$ cat src/rtl/adc_gen_pkg.sv
// rtl/adc_gen_pkg.sv - shared encodings and constants for the ADC pattern generator
package adc_gen_pkg;

    typedef enum logic [1:0] {
        MODE_RAMP    = 2'd0,
        MODE_FIXED   = 2'd1,
        MODE_CHECKER = 2'd2,
        MODE_PRBS    = 2'd3
    } adc_mode_e;

    typedef enum logic {
        ST_IDLE = 1'b0,
        ST_RUN  = 1'b1
    } gen_state_e;

    // Fibonacci taps for x^16+x^15+x^13+x^4+1, shifting toward the MSB
    localparam logic [15:0] LFSR_TAPS  = 16'hD008;
    localparam logic [15:0] LFSR_SEED  = 16'hACE1;
    localparam logic [15:0] CHECKER_A  = 16'hAAAA;
    localparam logic [15:0] CHECKER_B  = 16'h5555;

    function automatic logic [15:0] lfsr_next(input logic [15:0] s);
        return {s[14:0], ^(s & LFSR_TAPS)};
    endfunction

endpackage

$ cat src/rtl/adc_pattern_src.sv
// rtl/adc_pattern_src.sv - per-mode pattern state; advances only the selected generator
module adc_pattern_src
    import adc_gen_pkg::*;
#(
    parameter int SAMPLE_WIDTH = 12
) (
    input  logic                    clk,
    input  logic                    rst_n,
    input  logic                    advance,
    input  logic [1:0]              mode,
    input  logic [SAMPLE_WIDTH-1:0] fixed_value,
    output logic [SAMPLE_WIDTH-1:0] base
);

    adc_mode_e               mode_e;
    logic [SAMPLE_WIDTH-1:0] ramp_q;
    logic                    phase_q;
    logic [15:0]             lfsr_q;

    assign mode_e = adc_mode_e'(mode);

    always_comb begin
        base = ramp_q;
        case (mode_e)
            MODE_RAMP:    base = ramp_q;
            MODE_FIXED:   base = fixed_value;
            MODE_CHECKER: base = phase_q ? CHECKER_B[SAMPLE_WIDTH-1:0] : CHECKER_A[SAMPLE_WIDTH-1:0];
            MODE_PRBS:    base = lfsr_q[SAMPLE_WIDTH-1:0];
            default:      base = ramp_q;
        endcase
    end

    // The current value is consumed on the advance edge, so each state steps after use
    always_ff @(posedge clk) begin
        if (!rst_n) begin
            ramp_q  <= '0;
            phase_q <= 1'b0;
            lfsr_q  <= LFSR_SEED;
        end else if (advance) begin
            case (mode_e)
                MODE_RAMP:    ramp_q  <= ramp_q + SAMPLE_WIDTH'(1);
                MODE_CHECKER: phase_q <= ~phase_q;
                MODE_PRBS:    lfsr_q  <= lfsr_next(lfsr_q);
                default:      ;
            endcase
        end
    end

endmodule

$ cat src/rtl/adc_pattern_gen.sv
// rtl/adc_pattern_gen.sv - multi-channel serial ADC emulator with framed test patterns
module adc_pattern_gen
    import adc_gen_pkg::*;
#(
    parameter int NUM_CHANNELS = 2,
    parameter int SAMPLE_WIDTH = 12,
    parameter int LANES        = 2,
    parameter int FRAME_BITS   = 8
) (
    input  logic                                 clk,
    input  logic                                 rst_n,
    input  logic                                 enable,
    input  logic [1:0]                           mode,
    input  logic [SAMPLE_WIDTH-1:0]              fixed_value,
    output logic [NUM_CHANNELS*LANES-1:0]        lane_out,
    output logic                                 dco_out,
    output logic                                 fr_out,
    output logic [NUM_CHANNELS*SAMPLE_WIDTH-1:0] sample_out,
    output logic                                 sample_strobe,
    output logic                                 busy
);

    localparam int BW      = $clog2(FRAME_BITS);
    localparam int PERIODS = SAMPLE_WIDTH / LANES;

    gen_state_e                            state_q, state_d;
    logic [BW-1:0]                         bit_q, bit_d;
    logic                                  load;
    logic [SAMPLE_WIDTH-1:0]               base;
    logic [NUM_CHANNELS*SAMPLE_WIDTH-1:0]  sample_d;
    logic [NUM_CHANNELS*LANES-1:0]         lane_d;
    logic [SAMPLE_WIDTH-1:0]               shifted;
    logic                                  fr_d, dco_d, strobe_d;

    adc_pattern_src #(
        .SAMPLE_WIDTH (SAMPLE_WIDTH)
    ) u_src (
        .clk         (clk),
        .rst_n       (rst_n),
        .advance     (load),
        .mode        (mode),
        .fixed_value (fixed_value),
        .base        (base)
    );

    always_comb begin
        state_d = state_q;
        bit_d   = bit_q;
        load    = 1'b0;
        case (state_q)
            ST_IDLE: begin
                if (enable) begin
                    load    = 1'b1;
                    state_d = ST_RUN;
                    bit_d   = '0;
                end
            end
            ST_RUN: begin
                // enable is only looked at on the last period so frames are never cut short
                if (int'(bit_q) == FRAME_BITS - 1) begin
                    bit_d = '0;
                    if (enable) load = 1'b1;
                    else        state_d = ST_IDLE;
                end else begin
                    bit_d = bit_q + BW'(1);
                end
            end
            default: state_d = ST_IDLE;
        endcase

        sample_d = sample_out;
        if (load) begin
            for (int c = 0; c < NUM_CHANNELS; c++)
                sample_d[c*SAMPLE_WIDTH +: SAMPLE_WIDTH] = (c % 2 == 0) ? base : ~base;
        end

        lane_d   = '0;
        shifted  = '0;
        fr_d     = 1'b0;
        dco_d    = 1'b0;
        strobe_d = 1'b0;
        if (state_d == ST_RUN) begin
            fr_d     = int'(bit_d) < FRAME_BITS / 2;
            dco_d    = bit_d[0];
            strobe_d = load;
            if (int'(bit_d) < PERIODS) begin
                for (int c = 0; c < NUM_CHANNELS; c++) begin
                    shifted = sample_d[c*SAMPLE_WIDTH +: SAMPLE_WIDTH] << (LANES * int'(bit_d));
                    for (int l = 0; l < LANES; l++)
                        lane_d[c*LANES + l] = shifted[SAMPLE_WIDTH-1-l];
                end
            end
        end
    end

    always_ff @(posedge clk) begin
        if (!rst_n) begin
            state_q       <= ST_IDLE;
            bit_q         <= '0;
            lane_out      <= '0;
            dco_out       <= 1'b0;
            fr_out        <= 1'b0;
            sample_out    <= '0;
            sample_strobe <= 1'b0;
            busy          <= 1'b0;
        end else begin
            state_q       <= state_d;
            bit_q         <= bit_d;
            lane_out      <= lane_d;
            dco_out       <= dco_d;
            fr_out        <= fr_d;
            sample_out    <= sample_d;
            sample_strobe <= strobe_d;
            busy          <= (state_d == ST_RUN);
        end
    end

endmodule

$ cat config.mk
export PLATFORM = sky130hd
export DESIGN_NAME = adc_pattern_gen
export DESIGN_NICKNAME = d
export VERILOG_FILES = /design/src/rtl/adc_gen_pkg.sv /design/src/rtl/adc_pattern_src.sv /design/src/rtl/adc_pattern_gen.sv
export SDC_FILE = /design/constraint.sdc
export NUM_CORES = 1
export LEC_CHECK = 0
export ABC_CLOCK_PERIOD_IN_PS = 2700
export BUFFER_PORTS_ARGS = -buffer_cell sky130_fd_sc_hd__buf_2
export CORE_UTILIZATION = 25
export DETAILED_ROUTE_END_ITERATION = 12
export GPL_ROUTABILITY_DRIVEN = 0
export PLACE_DENSITY = 0.45
export SKIP_LAST_GASP = 1
export SLEW_MARGIN = 20
export SYNTH_ARGS = -nofsm -noshare
export SYNTH_HDL_FRONTEND = slang
export SYNTH_HIERARCHICAL = 1
export SYNTH_SLANG_ARGS = --single-unit
$ cat constraint.sdc
create_clock -name clk -period 2.7 [get_ports clk]
set_input_delay 0.135 -clock clk [delete_from_list [all_inputs] [get_ports clk]]
set_output_delay 0.135 -clock clk [all_outputs]
set_load 0.01 [all_outputs]
==> impl_metrics.json <==
{
  "hold_path.class": "in -> reg",
  "hold_buffers": 0,
  "hold_depth": 2,
  "clk_pin_slew_ps": 60,
  "synth_seq_cells": 64,
  "syn_area_sq_um": 3340,
  "post_cts_buffers": 0,
  "drv_slew": 0,
  "cts.sinks": 64,
  "cts_tree": "yes",
  "final_cell_mix": "76 x nand2_1, 64 x dfxtp_1, 48 x buf_2, 24 x and2_1, 23 x o21ai_0",
  "firstDrtPassIters": 4,
  "die_h_microns": 118,
  "grt_max_degree": 52,
  "die_w_microns": 118,
  "totalPowerFinal_mw": 2.40,
  "syn-num-nets": 389,
  "crit_fanout": 6,
  "cts_resized": 0,
  "dp_hpwl_mm": 6.35,
  "first_global_vias": 2592,
  "placed_area_sq_um": 3680,
  "period_needed_ps": 2220,
  "core.rowCount": 41,
  "cellLeakagePower_nw": 1.54,
  "nets": 426,
  "crit_path_max_incr_delay_ps": 480,
  "hold_viol_final": 0,
  "status": "finished, final reports clean",
  "drt-total-wl_mm": 8.95,
  "ys_top_cells_by_area": "dfxtp_1 38%, nand2_1 8.5%, mux4_2 8.1%, a21boi_0 4.7%, and2_1 4.5%",
  "slew_headroom_pct": 51.8,
  "slowest_stage": "or4_1",
  "worst_ep_arrival_time_ps": 2480,
  "synthArstFlopShare_pct": 0,
  "ioPinCount": 49,
  "synth_edf_count": 0,
  "worstRegToRegCells": 9,
  "start_util_pct": 26.0,
  "worst_pin_slew_ps": 722,
  "start_kind": "flip-flop",
  "vias": 2690,
  "crit_path_end_kind": "flip-flop",
  "drt_iter0_drc": 190,
  "layout_setup_ws_ps": 480,
  "maxCapViolCount": 0,
  "ir_drop_v": 0.000281,
  "syn_area_per_cell_sq_um": 9.05,
  "antenna_found_initial": 0,
  "fin_area_sq_um": 3950,
  "synth_area_leader_cell": "dfxtp_1",
  "clock-root-buffer": "clkbuf_16",
  "timing.critical_path.mode_cell": "ha_1",
  "seq_area_frac_synth_pct": 38.4,
  "syn_inst": 369,
  "drc": 0,
  "pre_cts_ws_ps": 523,
  "numCtsBuffers": 9,
  "synthDominantCellAreaShare_pct": 38.4,
  "synthFlopType": "dfxtp_1",
  "yosysWarnings": 6,
  "worstPathRequired_ps": 2960,
  "core_sq_um": 12800,
  "fin_skew_ps": 7.13,
  "power_density_nw_per_um2": 607,
  "diodes": 0,
  "clockBufferDepth": 2,
  "syn_to_final_growth_pct": 18.3,
  "synth_cell_types": 63,
  "ant_nets": 0,
  "dieArea_sq_um": 13800,
  "wl_per_cell_microns": 15.3,
  "tns_ps": 0,
  "fmax_mhz": 450,
  "final_common_cell": "nand2_1",
  "clk_latency_ps": 330,
  "cp_cell_sequence": "ha_1 > ha_1 > nand2b_4 > nand2_4 > inv_2 > nor3b_4 > nand2_2 > or4_1 > a21boi_1",
  "rsz0062_at_grt": "false",
  "grt_pass1_wl_mm": 14.6,
  "fin_crit_sh_pct": 82.2,
  "overflow": 0,
  "path_class": "reg -> reg",
  "grt_use_total_pct": 13.6,
  "final-setup-viol-count": 0,
  "port_buffers": 48,
  "drive_gt1_share_pct": 23.8,
  "viasPerCell": 4.61,
  "htreeDepth": 3
}
## flip-flops by register name, summed over array words and instances, names as in the netlist
| name | flops |
|---|---|
| fr_out | 1 |
| u_src/lfsr_q | 16 |
| dco_out | 1 |
| bit_q | 3 |
| sample_strobe | 1 |
| u_src/phase_q | 1 |
| lane_out | 4 |
| sample_out | 24 |
| state_q | 1 |
| u_src/ramp_q | 12 |
## layer usage
layer | track usage [%] | part of all wire, % | vias to the layer above
li1 | - | - | 1377
met1 | 19.3 | 50 | 1233
met2 | 19.3 | 44 | 74
met3 | 4.46 | 5.4 | 6
met4 | 4.01 | 1.0 | 0
met5 | 0 | 0 | -
## where the power goes
part	total [mW]	internal, mW	leakage, nW	switching, mW
sequential	1.03	0.988	0.522	0.0421
clock	1.06	0.618	0.123	0.441
combinational	0.310	0.135	0.897	0.175
## cell families (layout without fill, tap and decap cells)
kind of cell             Yosys count  count (layout)  share of synthesized area (%)
flip-flops                        64              64                           38.4
AO/OA/AOI/OAI                     85              85                           17.6
adder cells (fa/ha/maj)            3               3                           1.12
XOR/XNOR                          12              12                           3.15
AND/OR/NAND/NOR                  152             152                           23.7
multiplexers                      20              20                           10.7
buffers and inverters             33              75                           5.36
## area by class of cell
class	count	area, sq um
clock inverters	7	48.8
flip-flops and latches	64	1280
well taps	172	215
repair buffers	53	278
inverters	6	22.5
multi-input cells	272	1880
clock buffers	9	225
fillers	1375	8870
## final timing paths
| path | startpoint | to | slack (ps) |
|---|---|---|---|
| worst max-delay path | bit_q[1]$_SDFF_PN0_ | u_src/ramp_q[11]$_SDFFE_PN0P_ | 480 |
| worst max register to register | bit_q[1]$_SDFF_PN0_ | u_src/ramp_q[11]$_SDFFE_PN0P_ | 480 |
| worst min-delay path | rst_n | state_q$_SDFF_PN0_ | 170 |
| worst min register to register | u_src/lfsr_q[13]$_SDFFE_PN1P_ | u_src/lfsr_q[14]$_SDFFE_PN0P_ | 470 |
## Yosys cell counts (6+ instances only)
cell and instances:
dfxtp_1 64, nor3_1 6, and2_1 24, o21ai_0 23, a21boi_0 21, nor2_1 8
clkbuf_1 13, xnor2_1 8, mux4_2 12, a21oi_1 8, nand3_1 12, nand2_1 76
## critical path: cells and delay by family, from the launching register on
family | cells | cell delay [ps]
compound gates | 1 | 150
fa+ha+maj | 2 | 340
buf+inv | 1 | 110
flops | 1 | 380
simple gates | 5 | 1160
## stage by stage
step	cells	hold slack, ps	utilization, %
after global placement	567	446	28.7
after CTS	583	170	30.8
after detailed placement	567	465	28.7
final	583	167	30.8
after floorplan	369	267	-
after global routing	583	179	30.8
Note: power is estimated with default switching activity, not from simulation.
